[src/rtl/mem_wb_hilo.sv]
// MEM/WB pipeline register with the architectural HI/LO pair and a retired-instruction counter.
// The regfile write port is driven from WB; HI/LO reads are write-through from the WB slot.
module mem_wb_hilo #(
  parameter int DATA_W = 32,
  parameter int ADDR_W = 5,
  parameter int CNT_W  = 32
) (
  input  logic              clk,
  input  logic              rst,
  input  logic              stall_mem,
  input  logic              stall_wb,
  input  logic              flush,
  input  logic              mem_valid,
  input  logic [ADDR_W-1:0] mem_wd,
  input  logic              mem_wreg,
  input  logic [DATA_W-1:0] mem_wdata,
  input  logic              mem_whilo,
  input  logic [DATA_W-1:0] mem_hi,
  input  logic [DATA_W-1:0] mem_lo,
  output logic              wb_valid,
  output logic [ADDR_W-1:0] wb_wd,
  output logic              wb_wreg,
  output logic [DATA_W-1:0] wb_wdata,
  output logic              wb_whilo,
  output logic [DATA_W-1:0] wb_hi,
  output logic [DATA_W-1:0] wb_lo,
  output logic [DATA_W-1:0] hi_rd,
  output logic [DATA_W-1:0] lo_rd,
  output logic [CNT_W-1:0]  instret
);

  logic              wb_valid_reg, wb_valid_next;
  logic [ADDR_W-1:0] wb_wd_reg,    wb_wd_next;
  logic              wb_wreg_reg,  wb_wreg_next;
  logic [DATA_W-1:0] wb_wdata_reg, wb_wdata_next;
  logic              wb_whilo_reg, wb_whilo_next;
  logic [DATA_W-1:0] wb_hi_reg,    wb_hi_next;
  logic [DATA_W-1:0] wb_lo_reg,    wb_lo_next;
  logic [DATA_W-1:0] hi_reg;
  logic [DATA_W-1:0] lo_reg;
  logic [CNT_W-1:0]  instret_reg;

  logic load_bubble;
  logic load_capture;

  // Flush beats the WB hold; an invalid MEM slot is captured as a bubble so
  // its enables never reach the regfile or HI/LO.
  always_comb begin
    load_bubble  = flush || (!stall_wb && (stall_mem || !mem_valid));
    load_capture = !flush && !stall_wb && !stall_mem && mem_valid;
  end

  always_comb begin
    wb_valid_next = wb_valid_reg;
    wb_wd_next    = wb_wd_reg;
    wb_wreg_next  = wb_wreg_reg;
    wb_wdata_next = wb_wdata_reg;
    wb_whilo_next = wb_whilo_reg;
    wb_hi_next    = wb_hi_reg;
    wb_lo_next    = wb_lo_reg;
    if (load_bubble) begin
      wb_valid_next = 1'b0;
      wb_wd_next    = '0;
      wb_wreg_next  = 1'b0;
      wb_wdata_next = '0;
      wb_whilo_next = 1'b0;
      wb_hi_next    = '0;
      wb_lo_next    = '0;
    end else if (load_capture) begin
      wb_valid_next = 1'b1;
      wb_wd_next    = mem_wd;
      wb_wreg_next  = mem_wreg;
      wb_wdata_next = mem_wdata;
      wb_whilo_next = mem_whilo;
      wb_hi_next    = mem_hi;
      wb_lo_next    = mem_lo;
    end
  end

  always_ff @(posedge clk or negedge rst) begin
    if (!rst) begin
      wb_valid_reg <= 1'b0;
      wb_wd_reg    <= '0;
      wb_wreg_reg  <= 1'b0;
      wb_wdata_reg <= '0;
      wb_whilo_reg <= 1'b0;
      wb_hi_reg    <= '0;
      wb_lo_reg    <= '0;
    end else begin
      wb_valid_reg <= wb_valid_next;
      wb_wd_reg    <= wb_wd_next;
      wb_wreg_reg  <= wb_wreg_next;
      wb_wdata_reg <= wb_wdata_next;
      wb_whilo_reg <= wb_whilo_next;
      wb_hi_reg    <= wb_hi_next;
      wb_lo_reg    <= wb_lo_next;
    end
  end

  // Commit is independent of stall/flush: a held slot rewrites the same
  // values, and a flush only replaces what enters WB next.
  always_ff @(posedge clk or negedge rst) begin
    if (!rst) begin
      hi_reg <= '0;
      lo_reg <= '0;
    end else if (wb_whilo_reg) begin
      hi_reg <= wb_hi_reg;
      lo_reg <= wb_lo_reg;
    end
  end

  always_ff @(posedge clk or negedge rst) begin
    if (!rst) begin
      instret_reg <= '0;
    end else if (wb_valid_reg && !stall_wb) begin
      instret_reg <= instret_reg + CNT_W'(1);
    end
  end

  always_comb begin
    hi_rd = wb_whilo_reg ? wb_hi_reg : hi_reg;
    lo_rd = wb_whilo_reg ? wb_lo_reg : lo_reg;
  end

  assign wb_valid = wb_valid_reg;
  assign wb_wd    = wb_wd_reg;
  assign wb_wreg  = wb_wreg_reg;
  assign wb_wdata = wb_wdata_reg;
  assign wb_whilo = wb_whilo_reg;
  assign wb_hi    = wb_hi_reg;
  assign wb_lo    = wb_lo_reg;
  assign instret  = instret_reg;

endmodule

[config.mk]
export PLATFORM = sky130hd
export DESIGN_NAME = mem_wb_hilo
export DESIGN_NICKNAME = d
export VERILOG_FILES = /design/src/rtl/mem_wb_hilo.sv
export SDC_FILE = /design/constraint.sdc
export NUM_CORES = 1
export LEC_CHECK = 0
export CAP_MARGIN = 20
export CORE_UTILIZATION = 30
export DETAILED_ROUTE_END_ITERATION = 16
export MAX_ROUTING_LAYER = met4
export RECOVER_POWER = 100
export SETUP_SLACK_MARGIN = 0.4
export SLEW_MARGIN = 20
export SYNTH_ARGS = -nofsm -noshare
export SYNTH_HDL_FRONTEND = slang
export SYNTH_SLANG_ARGS = --single-unit
[constraint.sdc]
create_clock -name clk -period 2.3 [get_ports clk]
set_clock_uncertainty 0.1 [all_clocks]
set_input_delay 0.575 -clock clk [delete_from_list [all_inputs] [get_ports clk]]
set_output_delay 0.575 -clock clk [all_outputs]
set_load 0.02 [all_outputs]
After elaboration in Yosys (flattened, before gate mapping):

Index checks and enable logic that the tools add are counted.

* memory bits (writable): 0
* memories: 0
* output and inout bits: 200
* flip-flop bits (word level): 200
* ROM bits: 0
* latch bits: 0
* input bits: 109
* word-level logic and storage cells: 39

* shifts and indexed selects: 0
* mux-type cells: 16
* reduce and logical (&&, ||, !) cells: 12
* equal/unequal tests: 0
* multipliers: 0
* bitwise gates (word level): 0
* $lt $le $gt $ge: 0
* divide/modulo/power cells: 0
* add/sub/neg operators: 1

Operators with widths (count)
* $mux 32: 8
* $add 32x1->32 const B: 1
* $mux 5: 2
* $mux 1: 6
* $logic_and 1x1->1: 5
* $logic_not 1->1: 4
* $logic_or 1x1->1: 2
* $reduce_bool 2->1: 1

Logic depth before layout (Yosys ltp):

* depth after elaboration: 6
* mapped depth: 6
* gate-level depth less buffers: 5

Least setup slack after synthesis:

No wires, ideal clock.

* path type: reg-to-output
* from: register wb_whilo_reg, in the netlist wb_whilo
* to: output port hi_rd[13]
* setup slack: 57 ps
* required time: 1625 ps
* stages on the path, launching flop included: 4
* buffers on the path: 2
* arrival time: 1568 ps
* cell sequence: dfrtp_1 > clkbuf_1 > clkbuf_1 > mux2_2

* cells in the longest elaborated chain, start to end: 1

Ends and longest elaborated chain
* start, declared: RTL line 36 `logic wb_whilo_reg, wb_whilo_next;`
* start signal, assigned: RTL line 94 `wb_whilo_reg <= wb_whilo_next;`
* $mux 32: RTL line 121 `hi_rd = wb_whilo_reg ? wb_hi_reg : hi_reg;`
* end, declared: RTL line 27 `output logic [DATA_W-1:0] hi_rd,`

No other way between the ends.

Final worst setup path:

* from: register wb_whilo_reg, in the netlist wb_whilo
* to: output port hi_rd[2]

Same word-level chain as after synthesis.

==> results.md <==
* Setup crit end kind: output port
* Die width at ~160 um
* Core Box Area at about 24000 um2
* Starting Density at around 31%
* DR pass1 iterations at 4
* Drc violations at 0
* HPWL after DPL at about 15000 um
* Total wire length at ~21000 um
* Mux contribution to synthesized area at 9.75%
* GR Overflow Total at 0
* RSZ-0062 raised after global routing: true
* I/O pin cnt at 309
* Outcome: finished, violations left
* Gr usage total at approximately 17%
* Largest net degree at the start of global routing at 54
* Number of DRC markers in iteration 0 at between 200 and 250
* Max Slew Vio Count at 0
* Fmax at between 400 and 500 MHz
* Antenna Cells at 0
* Average size of a mapped cell at 15.1 um2
* Post-synthesis sequential area ratio at 66.7%
* Vias/cell at 4.61
* Clock sinks at 200
* #FFs+latches synth at 200
* Leakage Power at ~6 nW
* Nets@finish at about 940
* H-tree depth at 4
* Relative slew margins at between 20% and 30%
* # port buffers at about 310
* Fraction of the mapped netlist area in simple logic gates at 5.45%
* Complex-gate fraction of the synthesized area at 12.1%
* Clock Latency Late Sink at 0.42 ns
* Period Utilization, post-route at 103%
* Worst Hold Class: flop to flop
* Vias at approximately 5400
* Die Span Y at approximately 160 um
* Num CTS Buffers at 17
* Fin Hold WS at 0.379 ns
* Vias in the first global route at 5688
* RePlAce Congestion at between 0.7 and 0.8
* Placed insts at roughly 1100
* Antenna Violating Nets Remaining at 0
* Total of max-cap violations at 0
* Final setup fails at 56
* Startpoint type of the worst setup path: flop
* Fin crit period at ~2.4 ns
* Critical path class: flop to output port
* Cell Rows at 57
* FILL cells at around 2300
* Final number of hold-violating endpoints at 0
* Netlist cell types at 33
* Mapped Nets at ~610
* Combinational family with the most area after synthesis: compound AO/OA/AOI/OAI gates
* Post-Synth XOR/XNOR Area at under 10%
* Mapped cell area at between 7000 and 8000 um2
* First-pass GRT wire length at 33200 um
* Crit path required time at 1.62 ns
* VDD IR max at 0.350 mV
* Final Non-Filler Cells at around 1200
* Crit path arrival time at around 1.7 ns
* Adder-cell share of the synthesized area at less than 1%
* Area Growth Syn to Fin at 55.0%
* DR WL/cell at around 18 um
* Final TNS setup at -2.77 ns
* CTS root buffer: clkbuf_16
* Initial antenna violation count at 0
* Clock transition at path regs at ~0.08 ns
* Clk buf depth at 2
* CTS tree: yes
* Yosys warns at 0
* Proportion of layout cells with a drive suffix above 1 at a little under a quarter
* DP Area at between 10000 and 15000 um2
* Worst slew pin tran at ~1.2 ns
* Die area at around 26000 um2
* Failing checks: negative setup slack
* Synthesized instance count at 497
* Crit path max fanout at 6
* Final instance area at about 12000 um2
* Final WS setup at -0.0796 ns
* Total power at 7.56 mW
* PD cells at 650 nW/um2
## cell usage after synthesis (all sizes together)
| library cell | instances | area share (%) |
|---|---|---|
| nand4 | 5 | 0.58 |
| nor4 | 7 | 1.1 |
| buf | 9 | 0.75 |
| a21o | 1 | 0.10 |
| or3 | 1 | 0.083 |
| nand2 | 13 | 0.65 |
| nand3 | 4 | 0.33 |
| and3b | 1 | 0.12 |
| ha | 1 | 0.17 |
| and4 | 1 | 0.12 |
| a22o | 103 | 12 |
| nor2b | 2 | 0.17 |
| nand4b | 1 | 0.12 |
| nor2 | 6 | 0.30 |
| nor4b | 1 | 0.12 |
| clkbuf | 23 | 1.2 |
| dfrtp | 200 | 67 |
| nor3 | 8 | 0.87 |
| or4 | 2 | 0.20 |
| xnor2 | 15 | 1.8 |
| and3 | 4 | 0.33 |
| xor2 | 16 | 1.9 |
| inv | 6 | 0.30 |
| nand3b | 1 | 0.27 |
| and2 | 1 | 0.083 |
| mux2 | 65 | 9.8 |
## worst paths after layout
check | start | slack (ns) | to | cells past startpoint
setup / recovery | wb_whilo | -0.08 | hi_rd[2] | 5
hold / removal | instret[31] | 0.38 | instret[31] | 1
setup reg to reg | instret[0] | 0.26 | instret[28] | 5
hold reg to reg | instret[31] | 0.38 | instret[31] | 1
max in group asynchronous | rst | 0.24 | wb_lo[12] | 3
min in group asynchronous | rst | 0.82 | wb_wdata[10] | 2
## layout by cell type (no fill, tap or decap), types with 4 or more instances in the layout
cell,instances
dfrtp_1,192
clkdlybuf4s50_1,106
a22o_1,103
dlygate4sd2_1,95
buf_6,51
mux2_2,33
clkdlybuf4s25_1,23
mux2_1,22
clkbuf_1,21
clkbuf_16,18
buf_4,17
xor2_1,16
xnor2_1,15
nand2_1,13
buf_2,11
mux2_4,10
nor3_1,8
dfrtp_2,8
nor4_1,7
buf_12,7
inv_1,6
nor2_1,6
clkbuf_4,6
inv_6,5
nand4_1,4
and3_1,4
clkdlybuf4s15_2,4
## power breakdown
| group | switching (mW) | total, mW | internal [mW] |
|---|---|---|---|
| clock | 1.47 | 2.91 | 1.44 |
| combinational | 0.465 | 0.937 | 0.472 |
| sequential | 0.0757 | 3.72 | 3.64 |
## critical path: stages (launching register included)
cell	delay, ns
dfrtp_2	0.43
buf_12	0.16
buf_4	0.14
buf_12	0.12
mux2_2	0.29
buf_6	0.15
## cell families after synthesis
| group | Yosys count |
|---|---|
| flops | 200 |
| compound gates | 104 |
| mux | 65 |
| simple gates | 58 |
| buf+inv | 38 |
| xor+xnor | 31 |
| fa+ha+maj | 1 |
## what timing repair did
item	4_1_cts	5_1_grt
gates cloned	1	1
gates resized for setup	492	127
endpoints found under the hold margin	38	0
setup buffers	3	4
setup endpoints to repair	201	106
hold buffers	1	0
pin swaps	2	5
## stage by stage
stage / setup slack [ns] / util (%)
detailed placement: -0.0699 / 46.2
floorplan: 0.378 / -
global placement: -0.0659 / 46.2
finish: -0.0796 / 47.6
CTS: -0.139 / 47.7
global route: -0.138 / 47.6
## layer usage
layer,vias to the layer above,global-route usage [%],share of wire (%)
li1,2504,-,-
met1,2704,22.3,44
met2,174,26.8,49
met3,15,4.26,5.8
met4,0,4.29,1.2
met5,-,-,0
## final cells by class
cell class	count	area, um2	share of cell area, %
clock buffers	18	429	3.69
well taps	324	405	3.48
multi-input cells	259	2320	19.9
flip-flops and latches	200	5010	43.1
clock inverters	14	134	1.15
repair buffers	349	3310	28.4
inverters	6	22.5	0.194
No activity file was read; power rests on OpenSTA's default activity.
